File: src/rtl/vending_machine.sv
// ---------------------------------------------------------------------------
// vending_machine
//   Single-transaction vending controller with a 7-slot price table.
//   Payment is by coins (accumulated as credit) or by card (one vend per card
//   session). Dispenses when the payment covers the selected slot's price and
//   returns change. cancel refunds the whole coin credit.
//
// Ports
//   clk             rising-edge clock
//   rst             asynchronous active-high reset
//   index           selected slot 0..6, 7 selects nothing
//   paymentMethod   0 = coins, 1 = card
//   creditBalance   card balance in cents (used only for card vends)
//   nickel/dime/quarter  coin pulses, one coin per rising edge of the level
//   cost            packed price table, slot k = cost[9k+8:9k], 0 = empty
//   cancel          refund request
//   change          change/refund amount, valid for one cycle, else 0
//   dispensed       one-cycle dispense strobe
//   dispensed_index slot of the last dispense
// ---------------------------------------------------------------------------
module vending_machine #(
  parameter int NUM_SLOTS   = 7,
  parameter int PRICE_W     = 9,
  parameter int NICKEL_VAL  = 5,
  parameter int DIME_VAL    = 10,
  parameter int QUARTER_VAL = 25
) (
  input  logic                         clk,
  input  logic                         rst,
  input  logic [2:0]                   index,
  input  logic                         paymentMethod,
  input  logic [PRICE_W-1:0]           creditBalance,
  input  logic                         nickel,
  input  logic                         dime,
  input  logic                         quarter,
  input  logic [NUM_SLOTS*PRICE_W-1:0] cost,
  input  logic                         cancel,
  output logic [PRICE_W-1:0]           change,
  output logic                         dispensed,
  output logic [2:0]                   dispensed_index
);

  typedef enum logic [2:0] {
    S_IDLE,
    S_COLLECT,
    S_VEND,
    S_REFUND,
    S_CARD_WAIT
  } state_t;

  localparam logic [2:0]         INVALID_IDX  = 3'd7;
  localparam logic [PRICE_W-1:0] NICKEL_AMT   = PRICE_W'(NICKEL_VAL);
  localparam logic [PRICE_W-1:0] DIME_AMT     = PRICE_W'(DIME_VAL);
  localparam logic [PRICE_W-1:0] QUARTER_AMT  = PRICE_W'(QUARTER_VAL);

  state_t               state_reg;
  logic [PRICE_W-1:0]   credit_reg;
  logic                 card_vend_reg;
  logic                 nickel_prev_reg;
  logic                 dime_prev_reg;
  logic                 quarter_prev_reg;

  // Price lookup table padded to 8 entries so every 3-bit index is in range;
  // the padding entries read as price 0 (never vendable).
  logic [PRICE_W-1:0]   slot_price [8];

  genvar gi;
  generate
    for (gi = 0; gi < 8; gi++) begin : g_slot
      if (gi < NUM_SLOTS) begin : g_real
        assign slot_price[gi] = cost[gi*PRICE_W +: PRICE_W];
      end else begin : g_pad
        assign slot_price[gi] = '0;
      end
    end
  endgenerate

  logic [PRICE_W-1:0] price;
  logic               price_ok;
  logic               nickel_rise;
  logic               dime_rise;
  logic               quarter_rise;
  logic [PRICE_W-1:0] coin_total;
  logic [PRICE_W:0]   sum_ext;
  logic               coin_overflow;

  assign price        = slot_price[index];
  assign price_ok     = (index != INVALID_IDX) && (price != '0);

  assign nickel_rise  = nickel  & ~nickel_prev_reg;
  assign dime_rise    = dime    & ~dime_prev_reg;
  assign quarter_rise = quarter & ~quarter_prev_reg;

  always_comb begin
    coin_total = '0;
    if (nickel_rise)  coin_total = coin_total + NICKEL_AMT;
    if (dime_rise)    coin_total = coin_total + DIME_AMT;
    if (quarter_rise) coin_total = coin_total + QUARTER_AMT;
  end

  // One extra bit catches credit + coins exceeding the 9-bit range.
  assign sum_ext       = {1'b0, credit_reg} + {1'b0, coin_total};
  assign coin_overflow = sum_ext[PRICE_W];

  always_ff @(posedge clk or posedge rst) begin
    if (rst) begin
      state_reg        <= S_IDLE;
      credit_reg       <= '0;
      card_vend_reg    <= 1'b0;
      nickel_prev_reg  <= 1'b0;
      dime_prev_reg    <= 1'b0;
      quarter_prev_reg <= 1'b0;
      change           <= '0;
      dispensed        <= 1'b0;
      dispensed_index  <= '0;
    end else begin
      nickel_prev_reg  <= nickel;
      dime_prev_reg    <= dime;
      quarter_prev_reg <= quarter;
      // Strobes default low; each branch raises what it needs for one cycle.
      change           <= '0;
      dispensed        <= 1'b0;

      case (state_reg)
        S_IDLE, S_COLLECT: begin
          if (state_reg == S_IDLE && paymentMethod) begin
            // Card session: coins are ignored, balance is only compared.
            if (price_ok && creditBalance >= price) begin
              dispensed       <= 1'b1;
              dispensed_index <= index;
              card_vend_reg   <= 1'b1;
              state_reg       <= S_VEND;
            end
          end else if (cancel && credit_reg != '0) begin
            // Refund wins over vend; coins on this edge seed the next sale.
            change     <= credit_reg;
            credit_reg <= coin_total;
            state_reg  <= S_REFUND;
          end else if (price_ok && credit_reg >= price) begin
            // Decision uses credit before this edge's coins, which carry over.
            dispensed       <= 1'b1;
            change          <= credit_reg - price;
            dispensed_index <= index;
            credit_reg      <= coin_total;
            card_vend_reg   <= 1'b0;
            state_reg       <= S_VEND;
          end else if (coin_overflow) begin
            // Coins that would overflow credit are handed straight back.
            change <= coin_total;
          end else begin
            credit_reg <= sum_ext[PRICE_W-1:0];
            state_reg  <= (sum_ext[PRICE_W-1:0] != '0) ? S_COLLECT : S_IDLE;
          end
        end

        S_VEND, S_REFUND: begin
          if (state_reg == S_VEND && card_vend_reg) begin
            state_reg <= S_CARD_WAIT;
          end else if (coin_overflow) begin
            change    <= coin_total;
            state_reg <= (credit_reg != '0) ? S_COLLECT : S_IDLE;
          end else begin
            credit_reg <= sum_ext[PRICE_W-1:0];
            state_reg  <= (sum_ext[PRICE_W-1:0] != '0) ? S_COLLECT : S_IDLE;
          end
        end

        S_CARD_WAIT: begin
          // One vend per card session: wait for the card to be withdrawn.
          if (!paymentMethod) state_reg <= S_IDLE;
        end

        default: state_reg <= S_IDLE;
      endcase
    end
  end

endmodule

File: config.mk
export PLATFORM = sky130hd
export DESIGN_NAME = vending_machine
export DESIGN_NICKNAME = d
export VERILOG_FILES = /design/src/rtl/vending_machine.sv
export SDC_FILE = /design/constraint.sdc
export NUM_CORES = 1
export LEC_CHECK = 0
export ABC_CLOCK_PERIOD_IN_PS = 7300
export CAP_MARGIN = 15
export CORE_MARGIN = 8
export CORE_UTILIZATION = 60
export DETAILED_ROUTE_END_ITERATION = 7
export DONT_BUFFER_PORTS = 1
export PLACE_DENSITY_LB_ADDON = 0.25
export SLEW_MARGIN = 5
export SYNTH_ARGS = -nofsm -noshare
export SYNTH_HDL_FRONTEND = slang
export SYNTH_SLANG_ARGS = --single-unit
File: constraint.sdc
create_clock -name clk -period 7.3 [get_ports clk]
set_input_delay 1.095 -clock clk [delete_from_list [all_inputs] [get_ports clk]]
set_output_delay 1.095 -clock clk [all_outputs]
set_load 0.01 [all_outputs]
==> flow_summary_export.csv <==
group,metric,value,unit
worst_hold_path,min_from,"state_reg[0]$_DFFE_PP0P_",
timing,finalHoldViolCount,0,
global_routing,antenna_found_initial,0,
yosys,yosys_warnings,0,
clock_network,clock_tree.buffer_depth,2,
setup_path,path_cells,"and2b_1, a221oi_1, a221o_1, ha_1, a21o_1, a21oi_1, a21o_1, nand3_1, nand2_1, nor3_2, a22o_4, mux2_4",
clock_network,ctsHoldBuffers,0,
setup_path,crit_required,7460,ps
global_routing,track_usage,21.6,%
yosys,syn_nets,446,
clock_network,post_cts_resized,0,
clock_network,clk_latency,280,ps
timing,worst_slew_pin_slew,1040,ps
clock_network,htreeDepth,2,
yosys,synth_flop_cell,"dfrtp_1",
clock_network,root_buffer,"clkbuf_8",
floorplanning,fp-row-count,26,
clock_network,clkSinkCount,29,
setup_path,critPathLaunchType,"primary input",
floorplanning,coreArea,0.00504,mm2
clock_network,cts.reportedPaths.clkPinSlew,60,ps
global_routing,grt_pass1_wl,13200,um
clock_network,cts_buffers,5,
drt,first_pass_iters,5,
setup_path,reg2reg_setup_slack,3760,ps
setup_path,rr_startpoint,"quarter_prev_reg$_DFF_PP0_",
yosys,syn_inst,337,
setup_path,reg2reg_depth,14,
drt,drt-total-wl,8310,um
power,leakagePower,1.38,nW
placed_design,pre_cts_slack,3100,ps
drt,num_vias,2704,
setup_path,critical_path.max_fanout,21,
yosys,synthArstFlopShare,100,%
worst_hold_path,hold-path-endpoint,"state_reg[2]$_DFFE_PP0P_",
setup_path,end_kind,"register",
floorplanning,fp.dieW,87.8,um
yosys,synth_seq_cells,29,
setup_path,reg2reg_to,"state_reg[0]$_DFFE_PP0P_",
timing,maxSlewHeadroom,29.7,%
worst_hold_path,min-delay-path-class,"register to register",
drt,drc,0,
setup_path,cp.arrival,4120,ps
timing,fin_crit,3960,ps
floorplanning,die_h,87.8,um
floorplanning,die-area,0.00771,mm2
drt,vias_per_cell,6.66,
setup_path,worst_path_most_repeated_cell,"a21o_1",
timing,final.setup_skew,5.02,ps
yosys,synth_edf_count,0,
layout,areaGrowthSynthToFinish,4.17,%
timing,fin_crit_sh,54.2,%
timing,setup_viol,0,
layout,fin_nets,444,
timing,fmax,0.253,GHz
floorplanning,start_util,61.3,%
power,power.density,334,mW/mm2
placed_design,gp_congestion,0.927,
floorplanning,io_pins,95,
yosys,synth_cell_type_count,73,
drt,detail_route.iter0.violations,311,
status,outcome,"complete, no violations",
worst_hold_path,worstHoldPathCells,1,
timing,fin_ws,3340,ps
drt,ant_nets,0,
layout,drive_gt1_share,11.9,%
clock_network,cts_tree,"yes",
placed_design,io_buffers,0,
layout,final_util,63.9,%
placed_design,dp_hpwl,6800,um
global_routing,grt_max_degree,30,
clock_network,post_cts.repair.setup_buffers,0,
yosys,syn_area_per_cell,9.18,um2
layout,num_antenna_cells,0,
setup_path,critPathSlowestCell,"nor3_2",
setup_path,max_stage_delay,650,ps
global_routing,grt.overflow.total,0,
timing,drv_slew,0,
job,drv_cap,0,
drt,wire_per_inst,20.5,um
global_routing,grt_pass1_vias,2647,
setup_path,criticalPathCategory,"primary input to register",
timing,rsz0062_at_grt,"no",
timing,fin_tns_setup,0,ps
yosys,ys_seq_area_share,23.5,%
power,peakVddDrop,0.118,mV
yosys,synth_area,0.00309,mm2
stage by stage:
stage                     hold slack, ps  std cells  area [um2]  total power, mW
after floorplan                      453        337        3090            0.798
after global placement               481        397        3110            0.925
after detailed placement             485        397        3110            0.937
after CTS                            491        405        3190             1.06
after global routing                 530        406        3220             1.15
final                                491        406        3220             1.08
Yosys cell counts (all sizes together), types with 6 or more instances:
master,number,share of area [%]
a21oi,22,3.6
a221o,6,1.9
a221oi,6,1.9
a22oi,7,1.7
buf,7,1.9
dfrtp,29,23
ha,25,10
inv,19,2.3
mux2,11,4.7
mux2i,18,5.8
nand2,19,2.4
nand3,8,1.3
nor2,27,3.3
nor2b,8,1.6
nor3,10,2.5
o21ai,18,2.9
xnor2,11,3.1
layout make-up:
| class | count | area (um2) |
|---|---|---|
| sequential | 29 | 726 |
| multi-input combinational | 279 | 2230 |
| clock inverter | 2 | 10.0 |
| inverter | 19 | 71.3 |
| clock buffer | 6 | 72.6 |
| timing repair buffer | 1 | 27.5 |
| tap | 70 | 87.6 |
| fill | 412 | 1820 |
power by group:
part           internal (mW)  total, mW  switching (mW)  leakage [nW]
logic                  0.287      0.640           0.352         0.970
registers              0.218      0.309          0.0914         0.366
clock network         0.0659      0.127          0.0607        0.0450
total                  0.571       1.08           0.505          1.38
critical path, delay by kind of cell:
family / cells / cell delay [ps]
AOI/OAI and AO/OA: 6 / 1120
muxes: 1 / 300
adders and majority gates: 1 / 380
and+or+nand+nor: 4 / 1210
kinds of logic (layout without fill, tap and decap cells):
family                     count (synthesis)  after routing  synth area share [%]
AOI/OAI and AO/OA                        108            108                  26.3
and+or+nand+nor                           98             98                  17.2
muxes                                     33             33                  13.5
DFF                                       29             29                  23.5
buffers and inverters                     29             28                  4.53
adders and majority gates                 27             27                  11.4
xor gates and xnor gates                  13             13                  3.68
layout by cell type, fill, tap and decap left out, drive strengths merged, types with 4 or more instances in the layout:
| master | count |
|---|---|
| a21oi | 22 |
| nor3 | 10 |
| o2bb2ai | 4 |
| o21ai | 18 |
| nor2b | 8 |
| nand3 | 8 |
| a221oi | 6 |
| ha | 25 |
| nand2 | 19 |
| nor2 | 27 |
| a221o | 6 |
| mux2 | 11 |
| a21o | 5 |
| clkbuf | 6 |
| dfrtp | 29 |
| o22ai | 5 |
| xnor2 | 11 |
| a22oi | 7 |
| a211oi | 4 |
| inv | 19 |
| mux4 | 4 |
| mux2i | 18 |
| nand2b | 5 |
metal layers:
layer  vias to the layer above  wire length [um]  global-route usage [%]
met1                      1242              3450                    28.2
li1                       1284                 -                       -
met3                        15               889                    7.04
met2                       163              3810                    33.1
met5                         -                 0                       0
met4                         0               157                    6.09
worst max-delay path by stage:
stage,from,end,slack (ps)
detailed placement,index[1],dispensed_index[0]$_DFFE_PP0P_,3100
global route,index[1],dispensed_index[1]$_DFFE_PP0P_,3110
floorplan,index[0],credit_reg[2]$_DFFE_PP0P_,3300
CTS,index[1],dispensed_index[0]$_DFFE_PP0P_,3390
finish,index[1],dispensed_index[0]$_DFFE_PP0P_,3340
global placement,index[1],change[2]$_DFF_PP0_,3200
(Power assumes the default switching activity.)
